$ cat src/rtl/io_deco.sv
// -----------------------------------------------------------------------------
// io_deco : memory-mapped I/O address decoder
//
// Turns the 22-bit word address from the datapath into one-hot region selects
// for the data RAM, the original/processed image buffers and the two display
// control registers, plus a 2-bit index into the 4-word button window.
// All outputs are registered, so a decode appears one clock after the address.
//
// Ports
//   clk               in   1       system clock, rising edge
//   rst               in   1       synchronous active-high reset, clears outputs
//   direction         in   ADDR_W  word address from the ALU / datapath
//   mem_enb           out  1       data RAM select
//   show_enb          out  1       "show processed image" register select
//   show_original_enb out  1       "show original image" register select
//   original_enb      out  1       original-image buffer select
//   process_enb       out  1       processed-image buffer select
//   btn_selecc        out  2       button index inside the button window, else 0
// -----------------------------------------------------------------------------
module io_deco #(
    parameter int unsigned             ADDR_W         = 22,
    parameter logic [ADDR_W-1:0]       MEM_TOP        = 22'h0FFFFF,
    parameter logic [ADDR_W-1:0]       ORIG_BASE      = 22'h100000,
    parameter logic [ADDR_W-1:0]       PROC_BASE      = 22'h200000,
    parameter logic [ADDR_W-1:0]       SHOW_ADDR      = 22'h3FFFF0,
    parameter logic [ADDR_W-1:0]       SHOW_ORIG_ADDR = 22'h3FFFF1,
    parameter logic [ADDR_W-1:0]       BTN_BASE       = 22'h3FFFF4
) (
    input  logic              clk,
    input  logic              rst,
    input  logic [ADDR_W-1:0] direction,
    output logic              mem_enb,
    output logic              show_enb,
    output logic              show_original_enb,
    output logic              original_enb,
    output logic              process_enb,
    output logic [1:0]        btn_selecc
);

    // Both image buffers span 1M words; last offset inside a buffer.
    localparam logic [ADDR_W-1:0] REGION_LAST = {{(ADDR_W-20){1'b0}}, 20'hFFFFF};
    localparam logic [ADDR_W-1:0] ORIG_TOP    = ORIG_BASE + REGION_LAST;
    localparam logic [ADDR_W-1:0] PROC_TOP    = PROC_BASE + REGION_LAST;
    localparam logic [ADDR_W-1:0] BTN_TOP     = BTN_BASE + {{(ADDR_W-2){1'b0}}, 2'd3};

    logic       mem_enb_d, show_enb_d, show_orig_enb_d, orig_enb_d, proc_enb_d;
    logic [1:0] btn_sel_d;

    logic       mem_enb_q, show_enb_q, show_orig_enb_q, orig_enb_q, proc_enb_q;
    logic [1:0] btn_sel_q;

    // Combinational decode. The regions are disjoint, so at most one enable
    // can be raised for any address.
    always_comb begin
        mem_enb_d       = 1'b0;
        show_enb_d      = 1'b0;
        show_orig_enb_d = 1'b0;
        orig_enb_d      = 1'b0;
        proc_enb_d      = 1'b0;
        btn_sel_d       = 2'b00;

        if (direction <= MEM_TOP) begin
            mem_enb_d = 1'b1;
        end else if (direction >= ORIG_BASE && direction <= ORIG_TOP) begin
            orig_enb_d = 1'b1;
        end else if (direction >= PROC_BASE && direction <= PROC_TOP) begin
            proc_enb_d = 1'b1;
        end else if (direction == SHOW_ADDR) begin
            show_enb_d = 1'b1;
        end else if (direction == SHOW_ORIG_ADDR) begin
            show_orig_enb_d = 1'b1;
        end else if (direction >= BTN_BASE && direction <= BTN_TOP) begin
            // BTN_BASE is 4-word aligned, so the low address bits are the
            // button index directly. No enable accompanies this window.
            btn_sel_d = direction[1:0];
        end
    end

    // Output registers: one cycle of latency to line up with the synchronous
    // memories and the display controller.
    always_ff @(posedge clk) begin
        if (rst) begin
            mem_enb_q       <= 1'b0;
            show_enb_q      <= 1'b0;
            show_orig_enb_q <= 1'b0;
            orig_enb_q      <= 1'b0;
            proc_enb_q      <= 1'b0;
            btn_sel_q       <= 2'b00;
        end else begin
            mem_enb_q       <= mem_enb_d;
            show_enb_q      <= show_enb_d;
            show_orig_enb_q <= show_orig_enb_d;
            orig_enb_q      <= orig_enb_d;
            proc_enb_q      <= proc_enb_d;
            btn_sel_q       <= btn_sel_d;
        end
    end

    assign mem_enb           = mem_enb_q;
    assign show_enb          = show_enb_q;
    assign show_original_enb = show_orig_enb_q;
    assign original_enb      = orig_enb_q;
    assign process_enb       = proc_enb_q;
    assign btn_selecc        = btn_sel_q;

endmodule

$ cat config.mk
export PLATFORM = sky130hd
export DESIGN_NAME = io_deco
export DESIGN_NICKNAME = d
export VERILOG_FILES = /design/src/rtl/io_deco.sv
export SDC_FILE = /design/constraint.sdc
export NUM_CORES = 1
export LEC_CHECK = 0
export CORE_AREA = 4 4 41 43
export DETAILED_ROUTE_END_ITERATION = 6
export DIE_AREA = 0 0 45 47
export PLACE_DENSITY = 0.66
export SETUP_SLACK_MARGIN = 0.15
export SLEW_MARGIN = 20
export SYNTH_ARGS = -nofsm -noshare
export SYNTH_HDL_FRONTEND = slang
export SYNTH_SLANG_ARGS = --single-unit
$ cat constraint.sdc
create_clock -name clk -period 1.3 [get_ports clk]
set_input_delay 0.39 -clock clk [delete_from_list [all_inputs] [get_ports clk]]
set_output_delay 0.39 -clock clk [all_outputs]
set_load 0.05 [all_outputs]
==> results of run 1 <==
per-stage QoR:
stage               area (µm²)  setup TNS, ns
CTS                        702              0
floorplan                  263              0
finish                     721              0
global route               721              0
detailed placement         682         -0.967
global placement           682         -0.914
tightest hold or removal path, stage by stage:
cell and delay, ns:
dlygate4sd2_1 0.21, buf_4 0.11, nor2_1 0.04
sequential cells by signal, indices dropped and copies added (netlist names):
signal / flops
show_enb: 1
btn_selecc: 2
mem_enb: 1
show_original_enb: 1
process_enb: 1
original_enb: 1
metal layers:
metal / part of all wire / vias to the layer above / global-route usage
met5: 0 / - / 0
met4: 0.027 / 0 / 0.140
met3: 0.12 / 2 / 0
met2: 0.50 / 22 / 0.110
met1: 0.36 / 137 / 0.0619
li1: - / 169 / -
final cells by class:
class | instances | area (µm²)
multi-input cells | 17 | 138
fillers | 134 | 581
clock buffers | 4 | 26.3
well taps | 15 | 18.8
flip-flops and latches | 7 | 148
repair buffers | 34 | 390
power by group through the flow:
| stage | Combinational, µW | Clock (µW) | Sequential (µW) |
|---|---|---|---|
| 3_3_place_gp | 120 | 0 | 226 |
| 6_report | 113 | 186 | 223 |
| 3_5_place_dp | 121 | 0 | 226 |
| 4_1_cts | 112 | 199 | 222 |
| 5_1_grt | 120 | 211 | 222 |
| 2_1_floorplan | 10.3 | 0 | 237 |
path summary, 6_finish.rpt:
check	from	to	slack [ns]
max	show_original_enb	show_original_enb	0.18
min	rst	process_enb	0.54
cells in the final DEF (no fill, tap or decap), types with 2 or more instances in the layout:
| cell type | count |
|---|---|
| and4_1 | 3 |
| dfxtp_2 | 6 |
| clkdlybuf4s50_1 | 11 |
| clkbuf_4 | 3 |
| nand4b_1 | 2 |
| nand4_1 | 3 |
| buf_4 | 4 |
| buf_12 | 7 |
| dlygate4sd2_1 | 10 |
kinds of logic (layout without fill, tap and decap cells):
kind of cell | count (synthesis) | in the layout | synth area share
AND/OR/NAND/NOR | 17 | 17 | 0.467
buffers and inverters | 0 | 38 | 0
flip-flops | 7 | 7 | 0.533
what timing repair did:
action | in CTS | in global routing
pin swaps | 5 | 3
resized for setup | 12 | 10
setup endpoints to repair | 4 | 11
==> flow_summary.json, run 1 <==
{
  "drc": 0,
  "path_buf_inv": 1,
  "post_drt_wl_per_cell_um": 9.25,
  "holdPathStages": 3,
  "crit_type": "flip-flop to output pin",
  "drive_gt1_frac": 0.387,
  "rsz0062_at_grt": "yes",
  "syn_inst": 24,
  "syn_to_final_growth_pct": 174,
  "antenna_found_initial": 0,
  "hpwl_um": 641,
  "ios": 31,
  "crit_chain": "buf_12",
  "setup_viol": 0,
  "cp.depth": 1,
  "gp_congestion": 0.637,
  "layout_setup_ws_ns": 0.178,
  "synth_edf_count": 0,
  "yosysTopAreaCell": "dfxtp_1",
  "cts_hold_buffers": 0,
  "p_total_uw": 522,
  "synth_cell_types": 11,
  "path_delay_family": "flip-flops",
  "fin_hold_ws_ns": 0.540,
  "grtUsageTotal": 0.0713,
  "die_w_um": 45,
  "synth_ff_type": "dfxtp_1",
  "cts_buffer_depth": 2,
  "wl_um": 712,
  "p_comb_frac": 0.216,
  "ant_nets": 0,
  "via_per_inst": 4.29,
  "placed_cells": 73,
  "worst_pin_slew_ns": 0.198,
  "slew_headroom": 0.867,
  "drtIter0Drc": 1,
  "power_frac_seq": 0.427,
  "internal_power_uw": 414,
  "tritoncts": "built",
  "post-route-min-period_ns": 1.12,
  "clock_tree.root_cell": "clkbuf_4",
  "synthArstFlopShare": 0,
  "outcome": "completed",
  "dieArea_um2": 2120,
  "fin_crit_sh": 0.863,
  "syn_area_per_cell_um2": 10.9,
  "leakagePower_uw": 0.000303,
  "maxSlewViolCount": 0,
  "cpPeakStageDelay_ns": 0.35,
  "yosys_register_bits": 7,
  "overflow": 0,
  "sw_frac_of_total": 0.207,
  "grt_pass1_vias": 282,
  "synth.cell_area_um2": 263,
  "cp-start-kind": "flip-flop",
  "portBuffers": 30,
  "synth-seq-area-share": 0.533,
  "hold_violations": 0,
  "power.density_nw_per_um2": 724,
  "num_vias": 330,
  "yosysMostFrequentCell": "dfxtp_1",
  "utilization": 0.554,
  "pre_cts_slack_ns": -0.244,
  "yosysTopAreaCellShare": 0.533,
  "finalNonFillerCells": 77,
  "grt_pass1_wl_um": 972,
  "core-area_um2": 1300,
  "maxCapViolCount": 0,
  "p_switching_uw": 108,
  "postCtsSetupBuffers": 0,
  "start_util": 0.202,
  "fin_nets": 87,
  "arrival_ns": 0.73,
  "synth.area.top_cells": "dfxtp_1, and4_1, nand4_1",
  "yosys_warnings": 0,
  "n_antenna_cell": 0,
  "clock_sinks": 7,
  "clkTransAtPathRegs_ns": 0.05,
  "crit_fanout": 1,
  "dieHeight_um": 47,
  "rows": 13,
  "cts_htree_levels": 1,
  "yosys-top-cells-count": "dfxtp_1, and4_1, nand4_1",
  "hold_class": "input port to flip-flop",
  "max_freq_mhz": 891,
  "syn-num-nets": 48,
  "first_pass_iters": 2,
  "numCtsBuffers": 3,
  "p_clk_frac": 0.357,
  "vdd_drop_max_uv": 233,
  "required_ns": 0.91,
  "grt_max_degree": 5,
  "critPathSlowestCell": "dfxtp_1",
  "end_kind": "output pin"
}
No activity file was read; power rests on OpenSTA's default activity.
==> inputs of run 2 (changes only) <==
--- a/config.mk
+++ b/config.mk
@@ -8,6 +8,7 @@
 export CORE_AREA = 4 4 41 43
 export DETAILED_ROUTE_END_ITERATION = 6
 export DIE_AREA = 0 0 45 47
+export GPL_TIMING_DRIVEN = 0
 export PLACE_DENSITY = 0.66
 export SETUP_SLACK_MARGIN = 0.15
 export SLEW_MARGIN = 20
==> run 2 against run 1 <==
Flip-flop and latch count is the same. Global-route usage is 1.4 points higher. Die area is the same.
==> flow_summary.json, run 2 (synthesis results as in run 1) <==
{
  "outcome": "completed",
  "maxSlewViolCount": 0,
  "power.density_nw_per_um2": 821,
  "fin_hold_ws_ns": 0.341,
  "drtIter0Drc": 8,
  "rsz0062_at_grt": "yes",
  "drc": 0,
  "portBuffers": 30,
  "critPathSlowestCell": "clkdlybuf4s50_1",
  "max_freq_mhz": 892,
  "setup_viol": 0,
  "via_per_inst": 4.40,
  "post_drt_wl_per_cell_um": 11.9,
  "gp_congestion": 0.606,
  "required_ns": 1.49,
  "syn_to_final_growth_pct": 136,
  "grt_pass1_vias": 317,
  "num_vias": 321,
  "cts_htree_levels": 1,
  "clkTransAtPathRegs_ns": 0.05,
  "utilization": 0.476,
  "holdPathStages": 2,
  "arrival_ns": 1.31,
  "rows": 13,
  "vdd_drop_max_uv": 250,
  "grtUsageTotal": 0.0856,
  "die_w_um": 45,
  "first_pass_iters": 4,
  "clock_tree.root_cell": "clkbuf_4",
  "fin_nets": 83,
  "layout_commonest_cell": "dlygate4sd2_1",
  "top_usage_layer": "met4",
  "overflow": 0,
  "grt_util_met2": 0.136,
  "slew_headroom": 0.851,
  "clock_sinks": 7,
  "crit_chain": "clkdlybuf4s50_1 > nand4_1 > nor2_2 > and4_1",
  "path_buf_inv": 1,
  "cpPeakStageDelay_ns": 0.45,
  "cts_hold_buffers": 0,
  "fin_crit_sh": 0.863,
  "min_from": "rst",
  "cp-start-kind": "input port",
  "final_cell_mix": "dlygate4sd2_1, clkdlybuf4s50_1, buf_6",
  "core-area_um2": 1300,
  "dieArea_um2": 2120,
  "ant_nets": 0,
  "post-route-min-period_ns": 1.12,
  "worst_pin_slew_ns": 0.222,
  "placed_cells": 69,
  "cts_buffer_depth": 2,
  "finalNonFillerCells": 73,
  "crit_type": "input port to flip-flop",
  "leakagePower_uw": 0.000288,
  "grt_util_met1": 0.0826,
  "postCtsSetupBuffers": 0,
  "drive_gt1_frac": 0.259,
  "antenna_found_initial": 0,
  "start_util": 0.202,
  "tritoncts": "built",
  "maxCapViolCount": 0,
  "numCtsBuffers": 3,
  "hold_class": "input port to flip-flop",
  "grt_pass1_wl_um": 1170,
  "fin_setup_tns_ns": 0,
  "end_kind": "flip-flop",
  "crit_fanout": 4,
  "dieHeight_um": 47,
  "grt_max_degree": 6,
  "hold_violations": 0,
  "grtUsageMet3": 0,
  "min_to": "process_enb",
  "path_delay_family": "simple AND/OR/NAND/NOR gates",
  "wl_um": 870,
  "n_antenna_cell": 0,
  "ios": 31,
  "largest_reg_flops": 2
}
-- run 2: cell types whose count changed in the layout (fill, tap and decap cells not counted), sizes merged --
| cell | change |
|---|---|
| buf | -4 |
| clkbuf | +1 |
| clkdlybuf4s15 | +1 |
| clkdlybuf4s50 | -4 |
| dlygate4sd2 | -1 |
| dlymetal6s2s | +3 |
-- run 2: area by class of cell --
class,count,area [µm²]
Sequential cell,7,141
Multi-Input combinational cell,17,130
Timing Repair Buffer,30,303
Tap cell,15,18.8
Fill cell,154,682
Clock buffer,4,26.3
-- run 2: worst max-delay path by stage --
stage	from	endpoint	slack (ns)	cells past startpoint
2_1_floorplan	rst	show_enb	0.29	3
3_3_place_gp	rst	show_enb	-0.28	4
3_5_place_dp	rst	show_original_enb	-0.31	4
4_1_cts	direction[13]	show_original_enb	0.15	4
5_1_grt	direction[15]	btn_selecc[0]	0.14	4
6_report	direction[15]	btn_selecc[0]	0.18	4
-- run 2: layer usage --
| metal | part of all wire | vias up | wire, µm |
|---|---|---|---|
| met5 | 0 | - | 0 |
| met4 | 0.041 | 0 | 36 |
| met3 | 0.11 | 4 | 93 |
| met2 | 0.48 | 28 | 419 |
| met1 | 0.37 | 127 | 320 |
| li1 | - | 162 | - |
-- run 2: timing repair --
action,4_1_cts,5_1_grt
cloned,0,0
setup endpoints to repair,11,11
gates resized for setup,55,17
pin swaps,5,5
hold endpoints to repair,0,0
-- run 2: where the power goes --
part | leakage [µW] | switching, µW | total (µW) | internal [µW]
Clock | 0.0000150 | 76.7 | 194 | 117
Combinational | 0.000216 | 34.9 | 94.3 | 59.4
Sequential | 0.0000572 | 1.50 | 220 | 219
Total | 0.000288 | 113 | 508 | 395
-- run 2: per-stage QoR --
step           cell area, µm²  power (µW)  setup WS [ns]
4_1_cts                   578         508          0.152
5_1_grt                   619         525          0.141
3_3_place_gp              582         327         -0.284
3_5_place_dp              582         329         -0.308
2_1_floorplan             263         247          0.286
6_report                  619         508          0.178
==> inputs of run 3 (changes only) <==
--- a/config.mk
+++ b/config.mk
@@ -11,6 +11,7 @@
 export GPL_TIMING_DRIVEN = 0
 export PLACE_DENSITY = 0.66
 export SETUP_SLACK_MARGIN = 0.15
+export SKIP_CTS_REPAIR_TIMING = 1
 export SLEW_MARGIN = 20
 export SYNTH_ARGS = -nofsm -noshare
 export SYNTH_HDL_FRONTEND = slang
==> run 3 against run 2 <==
Final area increased by 8.5%. Setup slack worse by 0.0030 ns. Routed wire length up 2.1%. Largest power group unchanged. Hold slack better by 0.053 ns. Critical path depth is the same. Count of clock-buffer cells in the layout did not move. Fmax decreased by 0.27%. Highest routed layer unchanged. Via count fell by 0.93%. Non-clock buffer count did not move. Combinational power grew 6%. Clock power down 2%. Flip-flop and latch count stayed put. Critical endpoint is now show_original_enb.
==> flow_summary.json, run 3 (synthesis results as in run 1) <==
{
  "outcome": "completed",
  "power.density_nw_per_um2": 759,
  "utilization": 0.516,
  "drtIter0Drc": 3,
  "post-route-min-period_ns": 1.12,
  "grt_pass1_wl_um": 1170,
  "dieArea_um2": 2120,
  "die_w_um": 45,
  "numCtsBuffers": 3,
  "post_dp_cell_area_um2": 582,
  "p_total_uw": 510,
  "final_cell_mix": "dlymetal6s2s_1, dfxtp_1, buf_6",
  "crit_start": "direction[19]",
  "syn_to_final_growth_pct": 156,
  "slew_headroom": 0.852,
  "fin_crit_sh": 0.865,
  "max_freq_mhz": 889,
  "core-area_um2": 1300,
  "leakagePower_uw": 0.000411,
  "setup_viol": 0,
  "m1WireLength_um": 329,
  "n_antenna_cell": 0,
  "hold_class": "input port to flip-flop",
  "crit_fanout": 4,
  "wl_met2_um": 432,
  "clock_tree.root_cell": "clkbuf_4",
  "cp-start-kind": "input port",
  "drc": 0,
  "design_area_um2": 672,
  "fin_hold_ws_ns": 0.393,
  "grt_max_degree": 6,
  "hold_violations": 0,
  "overflow": 0,
  "regArea_um2": 140,
  "via_per_inst": 4.36,
  "clock_sinks": 7,
  "fin_setup_tns_ns": 0,
  "crit_type": "input port to flip-flop",
  "post_drt_wl_per_cell_um": 12.2,
  "layout_commonest_cell": "dlymetal6s2s_1",
  "gp_congestion": 0.606,
  "end_kind": "flip-flop",
  "rsz0062_at_grt": "yes",
  "rows": 13,
  "first_pass_iters": 4,
  "multiInputGateArea_um2": 130,
  "fin_nets": 83,
  "start_util": 0.202,
  "cts_htree_levels": 1,
  "tritoncts": "built",
  "maxSlewViolCount": 0,
  "nFillCells": 144,
  "clkTransAtPathRegs_ns": 0.05,
  "wl_um": 888,
  "top_layer": "met4",
  "cts_buffer_depth": 2,
  "maxCapViolCount": 0,
  "endpoint": "show_original_enb",
  "wl_met3_um": 78,
  "antenna_found_initial": 0,
  "ios": 31,
  "dieHeight_um": 47,
  "drive_gt1_frac": 0.224,
  "num_vias": 318,
  "arrival_ns": 1.31,
  "portBuffers": 30,
  "largest_reg_flops": 2,
  "worst_pin_slew_ns": 0.220,
  "vdd_drop_max_uv": 253,
  "ant_nets": 0,
  "grt_pass1_vias": 317,
  "grtUsageTotal": 0.0856,
  "required_ns": 1.48
}
-- run 3: per-stage QoR --
stage,setup WS [ns],std cells
finish,0.175,73
global route,0.150,73
CTS,-0.442,73
detailed placement,-0.308,69
global placement,-0.284,69
floorplan,0.286,24
-- run 3: worst min-delay path by stage --
stage / startpoint / endpoint / slack [ns] / depth (start not counted)
after floorplan: rst / mem_enb / 0.46 / 1
after global placement: rst / process_enb / 1.00 / 2
after detailed placement: rst / process_enb / 1.0 / 2
after CTS: rst / process_enb / 0.74 / 2
after global routing: rst / process_enb / 0.40 / 2
final: rst / process_enb / 0.39 / 2
-- run 3: cell type report --
class	instances	share of cell area
multi-input combinational	17	0.194
timing repair buffer	30	0.531
clock buffer	4	0.0391
tap	15	0.0279
sequential	7	0.209
-- run 3: critical path, cell delays in order --
cell,delay (ns)
clkdlybuf4s50_1,0.47
nand4_1,0.10
nor2_2,0.14
and4_1,0.21
-- run 3: per-layer routing --
layer	global-route usage	up-vias
met3	0	4
met5	0	-
met1	0.0826	127
met2	0.136	26
met4	0.140	0
li1	-	161
-- run 3: where the power goes --
group	internal, µW	leakage, µW	total (µW)	switching (µW)
Sequential	219	0.0000568	220	1.50
Combinational	64.8	0.000340	100	35.3
Clock	117	0.0000150	190	72.8
